## config.mk

```make
export PLATFORM = sky130hd
export DESIGN_NAME = arbitro_ventanas
export DESIGN_NICKNAME = d
export VERILOG_FILES = /design/src/rtl/arbitro_ventanas.sv
export SDC_FILE = /design/constraint.sdc
export NUM_CORES = 1
export LEC_CHECK = 0
export CORE_UTILIZATION = 50
export CTS_CLUSTER_DIAMETER = 80
export DETAILED_ROUTE_END_ITERATION = 10
export MAX_ROUTING_LAYER = met4
export PLACE_DENSITY = 0.71
export SLEW_MARGIN = 10
export SYNTH_ARGS = -nofsm -noshare
export SYNTH_HDL_FRONTEND = slang
export SYNTH_SLANG_ARGS = --single-unit
```

## constraint.sdc

```tcl
create_clock -name clk -period 3.1 [get_ports clk]
set_input_delay 0.62 -clock clk [delete_from_list [all_inputs] [get_ports clk]]
set_output_delay 0.62 -clock clk [all_outputs]
set_load 0.02 [all_outputs]
```

## src/rtl/arbitro_ventanas.sv

```systemverilog
// -----------------------------------------------------------------------------
// arbitro_ventanas
//
// Frame-synchronous pixel arbiter. It shares one VGA RGB output between
// N_SRC pixel sources. Each source owns a rectangular window. Where windows
// overlap, the lowest index wins. Outside every window, BG_COLOR is shown.
//
// Window settings are written into shadow registers. A commit copies the
// whole shadow set into the active set at the next vsync falling edge, so
// the arbitration logic never sees a partially updated frame.
//
// Ports
//   clk        pixel clock, shared with the sync generator
//   rst        asynchronous reset, active-low
//   px, py     current pixel column and row
//   vidon      visible-area flag
//   vsync      vertical sync, active-low; its falling edge marks a new frame
//   src_rgb    concatenated source pixels; source i is at [i*CW +: CW]
//   cfg_wr     shadow write strobe (fields cfg_idx/x0/x1/y0/y1/en)
//   cfg_commit request to apply the shadow set at the next frame boundary
//   cfg_busy   a commit is pending; writes and commits are ignored
//   gnt        one-hot grant of the winning source, registered
//   rgb_out    arbitrated pixel, registered (1-clk latency)
//   frame_cnt  count of frame boundaries, wraps 255 -> 0
//
// Config FSM
//   state     | meaning
//   S_IDLE    | accepting shadow writes and commits
//   S_PENDING | commit requested, waiting for a frame boundary
//   S_APPLY   | single cycle: active set <= shadow set
// -----------------------------------------------------------------------------
module arbitro_ventanas #(
  parameter int              N_SRC    = 3,
  parameter int              CW       = 8,
  parameter logic [CW-1:0]   BG_COLOR = {CW{1'b0}}
) (
  input  logic                clk,
  input  logic                rst,
  input  logic [9:0]          px,
  input  logic [9:0]          py,
  input  logic                vidon,
  input  logic                vsync,
  input  logic [N_SRC*CW-1:0] src_rgb,
  input  logic                cfg_wr,
  input  logic [1:0]          cfg_idx,
  input  logic [9:0]          cfg_x0,
  input  logic [9:0]          cfg_x1,
  input  logic [9:0]          cfg_y0,
  input  logic [9:0]          cfg_y1,
  input  logic                cfg_en,
  input  logic                cfg_commit,
  output logic                cfg_busy,
  output logic [N_SRC-1:0]    gnt,
  output logic [CW-1:0]       rgb_out,
  output logic [7:0]          frame_cnt
);

  typedef enum logic [1:0] {
    S_IDLE    = 2'd0,
    S_PENDING = 2'd1,
    S_APPLY   = 2'd2
  } state_t;

  state_t state, state_nxt;

  logic       vsync_d;
  logic       frame_edge;

  logic [9:0] sh_x0 [N_SRC];
  logic [9:0] sh_x1 [N_SRC];
  logic [9:0] sh_y0 [N_SRC];
  logic [9:0] sh_y1 [N_SRC];
  logic       sh_en [N_SRC];

  logic [9:0] act_x0 [N_SRC];
  logic [9:0] act_x1 [N_SRC];
  logic [9:0] act_y0 [N_SRC];
  logic [9:0] act_y1 [N_SRC];
  logic       act_en [N_SRC];

  logic [N_SRC-1:0] hit;
  logic [N_SRC-1:0] gnt_nxt;
  logic [CW-1:0]    rgb_nxt;

  // ---------------------------------------------------------------------------
  // Frame boundary: one-cycle pulse on the vsync falling edge. The history
  // register resets to 1 so a vsync held low through reset still produces
  // a boundary on the first clock after release.
  // ---------------------------------------------------------------------------
  assign frame_edge = vsync_d & ~vsync;

  always_ff @(posedge clk or negedge rst) begin
    if (!rst) begin
      vsync_d   <= 1'b1;
      frame_cnt <= 8'd0;
    end else begin
      vsync_d <= vsync;
      if (frame_edge) begin
        frame_cnt <= frame_cnt + 8'd1;
      end
    end
  end

  // ---------------------------------------------------------------------------
  // Config FSM
  // ---------------------------------------------------------------------------
  always_ff @(posedge clk or negedge rst) begin
    if (!rst) begin
      state <= S_IDLE;
    end else begin
      state <= state_nxt;
    end
  end

  always_comb begin
    state_nxt = state;
    case (state)
      S_IDLE: begin
        // A commit that coincides with a boundary waits for the next one,
        // because PENDING only reacts to boundaries seen while in PENDING.
        if (cfg_commit) begin
          state_nxt = S_PENDING;
        end
      end
      S_PENDING: begin
        if (frame_edge) begin
          state_nxt = S_APPLY;
        end
      end
      S_APPLY: begin
        state_nxt = S_IDLE;
      end
      default: begin
        state_nxt = S_IDLE;
      end
    endcase
  end

  assign cfg_busy = (state != S_IDLE);

  // ---------------------------------------------------------------------------
  // Shadow registers. They accept writes only in IDLE. A write issued
  // together with a commit still lands, so the commit includes it.
  // Indices at or above N_SRC match no entry and are dropped.
  // ---------------------------------------------------------------------------
  always_ff @(posedge clk or negedge rst) begin
    if (!rst) begin
      for (int i = 0; i < N_SRC; i++) begin
        sh_x0[i] <= 10'd0;
        sh_x1[i] <= 10'd0;
        sh_y0[i] <= 10'd0;
        sh_y1[i] <= 10'd0;
        sh_en[i] <= 1'b0;
      end
    end else if (state == S_IDLE && cfg_wr) begin
      for (int i = 0; i < N_SRC; i++) begin
        if (cfg_idx == 2'(i)) begin
          sh_x0[i] <= cfg_x0;
          sh_x1[i] <= cfg_x1;
          sh_y0[i] <= cfg_y0;
          sh_y1[i] <= cfg_y1;
          sh_en[i] <= cfg_en;
        end
      end
    end
  end

  // ---------------------------------------------------------------------------
  // Active registers. The whole set is copied in the single APPLY cycle.
  // ---------------------------------------------------------------------------
  always_ff @(posedge clk or negedge rst) begin
    if (!rst) begin
      for (int i = 0; i < N_SRC; i++) begin
        act_x0[i] <= 10'd0;
        act_x1[i] <= 10'd0;
        act_y0[i] <= 10'd0;
        act_y1[i] <= 10'd0;
        act_en[i] <= 1'b0;
      end
    end else if (state == S_APPLY) begin
      for (int i = 0; i < N_SRC; i++) begin
        act_x0[i] <= sh_x0[i];
        act_x1[i] <= sh_x1[i];
        act_y0[i] <= sh_y0[i];
        act_y1[i] <= sh_y1[i];
        act_en[i] <= sh_en[i];
      end
    end
  end

  // ---------------------------------------------------------------------------
  // Window hit test. Inverted bounds (x0 > x1 or y0 > y1) can never satisfy
  // both compares, so such a window simply never hits.
  // ---------------------------------------------------------------------------
  always_comb begin
    hit = '0;
    for (int i = 0; i < N_SRC; i++) begin
      hit[i] = act_en[i] &&
               (px >= act_x0[i]) && (px <= act_x1[i]) &&
               (py >= act_y0[i]) && (py <= act_y1[i]);
    end
  end

  // ---------------------------------------------------------------------------
  // Priority select. The loop scans from the highest index down, so the
  // lowest hitting index is the last to assign and wins.
  // ---------------------------------------------------------------------------
  always_comb begin
    gnt_nxt = '0;
    rgb_nxt = '0;
    if (vidon) begin
      rgb_nxt = BG_COLOR;
      for (int i = N_SRC - 1; i >= 0; i--) begin
        if (hit[i]) begin
          gnt_nxt    = '0;
          gnt_nxt[i] = 1'b1;
          rgb_nxt    = src_rgb[i*CW +: CW];
        end
      end
    end
  end

  always_ff @(posedge clk or negedge rst) begin
    if (!rst) begin
      gnt     <= '0;
      rgb_out <= '0;
    end else begin
      gnt     <= gnt_nxt;
      rgb_out <= rgb_nxt;
    end
  end

endmodule

```

==> summary.txt, run 1 <==
Power
  – Combinational power share: 29.4%
  – Clock share of power: 27.9%
  – Power Density: 818 mW/mm^2
  – Leakage: 7.13 nW
  – Sw Ratio: 29.9%
  – VDD IR max: 641 uV
  – Internal cell power: 8.95 mW
  – Net Switching: 3.82 mW
  – Flop pwr share: 42.7%

Yosys
  – Syn_nets: 1320
  – Flops & latches, synth: 268
  – EDFF count, synth: 0
  – Register area share after synthesis: 52.9%
  – Synth unique cells: 48
  – Synth Area per Inst: 11.5 um^2
  – Synth Flop Type: dfrtp_1
  – Synth warn: 0
  – Synth top area share: 52.7%
  – Mapped cell area: 0.0127 mm^2
  – Async S/R FF share, synth: 100%
  – Synth area leaders: dfrtp_1 (53%), mux2_2 (12%), ha_1 (12%)
  – Mapped Cells: 1106
  – Synth area leader: dfrtp_1

Global routing
  – Total GRT Usage: 22.8%
  – Pin count of the biggest net entering global routing: 125
  – Initial antenna violation count: 0
  – Number of global-route vias before repair: 8793
  – GRT overflow: 0
  – First-pass GRT wire length: 45.6 mm

Layout
  – Post-route cell area: 0.0156 mm^2
  – Final nets: 1484
  – Fraction of layout cells with a size suffix above 1: 19.7%
  – Final Core Density: 63.5%
  – Antenna Cells: 0
  – Layout area overhead: 23.1%

STA
  – Fmax: 0.344 GHz
  – Slew Viols, Final: 0
  – Slew HR: 56.6%
  – Crit path setup slack, layout: 0.189 ns
  – Unrepaired setup endpoints after global routing: false
  – Final worst-path cycle share: 93.9%
  – Final setup vio count: 0
  – Clock skew: 0.0100 ns
  – Tightest Pin Transition: 0.650 ns
  – Final hold viol count: 0
  – Crit path time final: 2.91 ns

Worst setup path
  – Worst flop-to-flop path startpoint: act_x0[22]
  – Most frequent CP cell: buf_4
  – Critical Path, Cell by Cell: clkdlybuf4s50_1 > buf_4 > ha_1 > a211oi_1 > nor2_1 > o41ai_1 > buf_4 > nand4_1 > nor4_4 > buf_4 > a221o_1
  – Critical path's slowest cell: o41ai_1
  – Crit path launch: px[7]
  – Crit Path Class: in2reg
  – Critical Path Fanout Max: 9
  – CP delay by family, top: buffers and inverters
  – Buf/Inv on CP: 4
  – Worst setup SP type: primary input
  – Data arrival time of the critical path: 3.38 ns
  – Largest stage delay, worst path: 0.51 ns
  – CP Capture Type: register
  – Worst path required time: 3.57 ns

Route
  – DRC Markers: 0
  – First DRT Iteration DRCs: 526
  – Via density: 5.32
  – DRT antenna net count: 0
  – Drt pass-1 iters: 4
  – Routed wire length: 27.7 mm
  – Per-cell routed wire length: 17.1 um
  – Routed via count: 8593

Clock tree
  – CTS Buffer Depth: 3
  – CTS Buf Count: 28
  – Clk sinks: 268
  – Clock root buffer: clkbuf_16
  – Clock-pin slew on the worst setup and hold paths: 0.06 ns
  – H-tree depth: 1
  – Cts repair resizes: 0
  – Later-pin clock latency in the skew report: 0.54 ns
  – CTS tree: built
  – Post-CTS Setup Inserts: 0
  – # hold bufs at CTS: 0

Flow run
  – Max Cap Viol: 0

Floorplan
  – Initial Util: 51.5%
  – Floorplan die area: 0.0260 mm^2
  – IO Pins: 113
  – Die H: 161 um
  – Cell Rows: 57
  – Chip width: 161 um
  – Core area: 0.0246 mm^2

Hold path
  – Worst min path class: in2async

Place
  – HPWL Detailed: 19.3 mm
  – Total placed instance area: 0.0146 mm^2
  – Port Buf Inserts: 112
  – RePlAce Congestion: 0.897
  – DP Worst Slack: -0.366 ns

Outcome
  – Status: complete, no violations
[sequential cells by signal (all words and copies together) (netlist names), 3 cells and up]
register	flops
act_x1	30
act_x0	30
sh_en	3
sh_y0	30
sh_x0	30
rgb_out	8
sh_x1	30
frame_cnt	8
act_y1	30
gnt	3
sh_y1	30
act_en	3
act_y0	30
[cell usage after synthesis, drive strengths merged (7+ instances only)]
cell type,count
a21oi,25
a211oi,12
buf,7
inv,119
nor2,11
mux2,139
a221o,8
a21o,17
clkbuf,33
o21ai,124
nand4,16
and2,8
ha,121
dfrtp,267
nand2,124
nor2b,7
[cells in the final DEF, fill, tap and decap left out, types with 6 or more instances in the layout]
cell / netlist / layout
nor2b_1: 7 / 6
nand3_1: 6 / 6
o21ai_0: 121 / 121
a211oi_1: 12 / 12
a21o_1: 17 / 17
inv_1: 119 / 119
a31oi_1: 6 / 6
buf_12: 0 / 7
clkbuf_16: 0 / 29
nand4_1: 16 / 16
and2_1: 8 / 8
a21oi_1: 25 / 25
nand2_1: 124 / 123
and4_1: 6 / 6
buf_4: 0 / 55
ha_1: 121 / 121
clkdlybuf4s50_1: 0 / 111
clkbuf_1: 33 / 10
mux2_2: 139 / 139
dfrtp_1: 267 / 267
a221o_1: 8 / 8
nor2_1: 11 / 11
[per-layer routing]
| metal | GRT usage [%] | share of wire (%) | vias up |
|---|---|---|---|
| met4 | 6.17 | 2.5 | 0 |
| li1 | - | - | 4163 |
| met5 | - | 0 | - |
| met2 | 38.5 | 50 | 159 |
| met3 | 3.03 | 3.7 | 48 |
| met1 | 29.0 | 44 | 4223 |
[cells by family after synthesis]
| family | count (synthesis) | share of synthesized area (%) |
|---|---|---|
| adder cells (fa/ha/maj) | 121 | 11.9 |
| XOR/XNOR | 7 | 0.483 |
| flip-flops | 268 | 52.9 |
| buffers and inverters | 159 | 4.77 |
| multiplexers | 139 | 12.3 |
| AND/OR/NAND/NOR | 197 | 7.38 |
| AO/OA/AOI/OAI | 215 | 10.2 |
[stage by stage]
| stage | instances | hold slack, ns | TNS (ns) | power [mW] |
|---|---|---|---|---|
| after floorplan | 1106 | 0.324 | 0 | 7.84 |
| after global placement | 1564 | 0.453 | -3.22 | 9.05 |
| after detailed placement | 1564 | 0.458 | -3.31 | 9.26 |
| after CTS | 1616 | 0.0824 | 0 | 12.9 |
| after global routing | 1616 | 0.104 | 0 | 13.6 |
| final | 1616 | 0.0564 | 0 | 12.8 |
[power by group through the flow]
| stage | clock [mW] | combinational [mW] | sequential, mW |
|---|---|---|---|
| after floorplan | 0 | 2.47 | 5.38 |
| after global placement | 0 | 3.60 | 5.44 |
| after detailed placement | 0 | 3.76 | 5.50 |
| after CTS | 3.62 | 3.80 | 5.46 |
| after global routing | 3.76 | 4.27 | 5.62 |
| final | 3.56 | 3.76 | 5.45 |
[area by class of cell]
cell class,instances,area (um^2)
sequential,268,6710
clock buffer,42,805
multi-input combinational,679,5390
inverter,119,447
tap,324,405
timing repair buffer,174,1680
clock inverter,10,184
fill,1965,8990
[path summary, 6_finish.rpt]
kind	endpoint	slack, ns	cells after the start
setup / recovery	rgb_out[4]	0.19	11
hold / removal	frame_cnt[5]	0.06	1
setup reg to reg	rgb_out[4]	0.42	11
hold reg to reg	act_x0[9]	0.47	2
max in group asynchronous	sh_x0[16]	2.21	2
min in group clk	act_x0[9]	0.47	2
(Power assumes the default switching activity.)
==> run 2, diff against run 1 <==
--- a/config.mk
+++ b/config.mk
@@ -10,7 +10,6 @@
 export DETAILED_ROUTE_END_ITERATION = 10
 export MAX_ROUTING_LAYER = met4
 export PLACE_DENSITY = 0.71
-export SLEW_MARGIN = 10
 export SYNTH_ARGS = -nofsm -noshare
 export SYNTH_HDL_FRONTEND = slang
 export SYNTH_SLANG_ARGS = --single-unit
==> results of run 2 <==
Same layout as run 1: the final DEF is identical, and so are final timing and power.
==> run 3, diff against run 2 <==
==> config.mk (replaced) <==
export PLATFORM = sky130hd
export DESIGN_NAME = arbitro_ventanas
export DESIGN_NICKNAME = d
export VERILOG_FILES = /design/src/rtl/arbitro_ventanas.sv
export SDC_FILE = /design/constraint.sdc
export NUM_CORES = 1
export LEC_CHECK = 0
export CORE_UTILIZATION = 25
export CTS_CLUSTER_DIAMETER = 40
export DETAILED_ROUTE_END_ITERATION = 10
export MAX_ROUTING_LAYER = met4
export SYNTH_ARGS = -nofsm -noshare
export SYNTH_HDL_FRONTEND = slang
export SYNTH_SLANG_ARGS = --single-unit
==> summary.txt, run 3 (synthesis gave the netlist of run 1 again) <==
Route
  – Routed via count: 8655
  – Via density: 4.34
  – Per-cell routed wire length: 15.5 um
  – Drt pass-1 iters: 4
  – DRT antenna net count: 0
  – DRC Markers: 0
  – First DRT Iteration DRCs: 396
  – Routed wire length: 30.9 mm

Worst setup path
  – Worst setup SP type: primary input
  – Worst path required time: 3.51 ns
  – CP Capture Type: register
  – Crit path launch: py[1]
  – Worst flop-to-flop path startpoint: act_y1[19]
  – Critical Path Fanout Max: 9
  – Data arrival time of the critical path: 3.34 ns
  – Crit Path Class: in2reg

Global routing
  – Pin count of the biggest net entering global routing: 126
  – First-pass GRT wire length: 49.5 mm
  – Met3 Usage GRT: 2.35%
  – Met2 Usage GRT: 20.6%
  – Total GRT Usage: 12.7%
  – Number of global-route vias before repair: 9104
  – Top Usage Layer GRT: met2
  – GRT overflow: 0
  – Met1 GRT Util: 16.0%
  – Initial antenna violation count: 0

Clock tree
  – Clk sinks: 268
  – Post-CTS Setup Inserts: 0
  – H-tree depth: 2
  – CTS Buf Count: 39
  – Clock-pin slew on the worst setup and hold paths: 0.05 ns
  – CTS Buffer Depth: 3
  – CTS tree: built
  – Later-pin clock latency in the skew report: 0.55 ns
  – Clock root buffer: clkbuf_16

Floorplan
  – Chip width: 227 um
  – Initial Util: 25.3%
  – IO Pins: 113
  – Cell Rows: 82
  – Die H: 227 um
  – Floorplan die area: 0.0516 mm^2
  – Core area: 0.0501 mm^2

Place
  – HPWL Detailed: 22.3 mm
  – Port Buf Inserts: 112
  – Placed Cells incl. Taps: 1920
  – Total placed instance area: 0.0151 mm^2
  – RePlAce Congestion: 0.878

Power
  – Leakage: 7.35 nW
  – VDD IR max: 619 uV
  – Power Density: 837 mW/mm^2
  – Overall power: 13.8 mW

STA
  – Final worst-path cycle share: 94.6%
  – Final hold viol count: 0
  – Slew Viols, Final: 0
  – Setup TNS: 0 ns
  – Unrepaired setup endpoints after global routing: false
  – Slew HR: 54.3%
  – Tightest Pin Transition: 0.686 ns
  – Fmax: 0.341 GHz
  – Crit path time final: 2.93 ns
  – Final setup vio count: 0
  – Clock skew: 0.0224 ns

Layout
  – Fraction of layout cells with a size suffix above 1: 22.0%
  – Post-route cell area: 0.0165 mm^2
  – Final nets: 1503
  – Fillers: 5137
  – Most frequent cells in the layout: dfrtp_1 (267), mux2_2 (139), nand2_1 (123)
  – Antenna Cells: 0
  – Layout area overhead: 29.9%
  – Final Core Density: 32.9%
  – Final Non-Filler Cells: 1992
  – Most common cell after layout, fill and taps aside: dfrtp_1

Flow run
  – Max Cap Viol: 0

Hold path
  – Worst min path class: in2async

Outcome
  – Status: complete, no violations
[run 3: report_power, final]
group | switching (mW) | internal (mW)
Sequential | 0.576 | 4.87
Clock | 1.74 | 2.76
Combinational | 1.92 | 1.92
[run 3: final cells by class]
cell class              instances  area, um^2  share of cell area, %
multi-input cells             679        5400                   32.8
well taps                     672         841                   5.10
clock inverters                27         325                   1.97
repair buffers                182        1740                   10.6
clock buffers                  45        1020                   6.18
flip-flops and latches        268        6710                   40.7
inverters                     119         447                   2.71
[run 3: what timing repair did]
item	in CTS	in global routing
gates resized for setup	1	3
hold endpoints to repair	0	0
endpoints found under the setup margin	8	8
hold buffers	0	0
[run 3: per-layer routing]
metal	wire length, um	part of all wire (%)	vias to the layer above
li1	-	-	4224
met1	14200	46	4259
met2	14700	48	122
met3	1180	3.8	50
met4	709	2.3	0
met5	0	0	-
[run 3: worst max-delay path, stage by stage]
cell and delay [ns]:
clkdlybuf4s50_1 0.55, buf_4 0.21, buf_4 0.13, ha_1 0.27, a211oi_1 0.06, o211ai_1 0.19, a31oi_1 0.12, buf_4 0.16
nor4_2 0.40, nor4_4 0.09, buf_4 0.18, a221o_1 0.36
[run 3: stage by stage]
step                      setup slack, ns  hold WS [ns]
after floorplan                     0.432         0.324
after global placement             -0.654         0.455
after detailed placement           -0.636         0.459
after CTS                           0.132        0.0703
after global routing               0.0220        0.0833
final                               0.168        0.0365
[run 3: final timing paths]
| check | end | cells past startpoint | slack (ns) |
|---|---|---|---|
| setup / recovery | rgb_out[4] | 12 | 0.17 |
| hold / removal | act_x1[4] | 1 | 0.04 |
| setup reg to reg | rgb_out[4] | 10 | 0.39 |
| hold reg to reg | act_y1[16] | 2 | 0.47 |
| max in group asynchronous | sh_y1[12] | 2 | 2.25 |
| min in group clk | act_y1[16] | 2 | 0.47 |
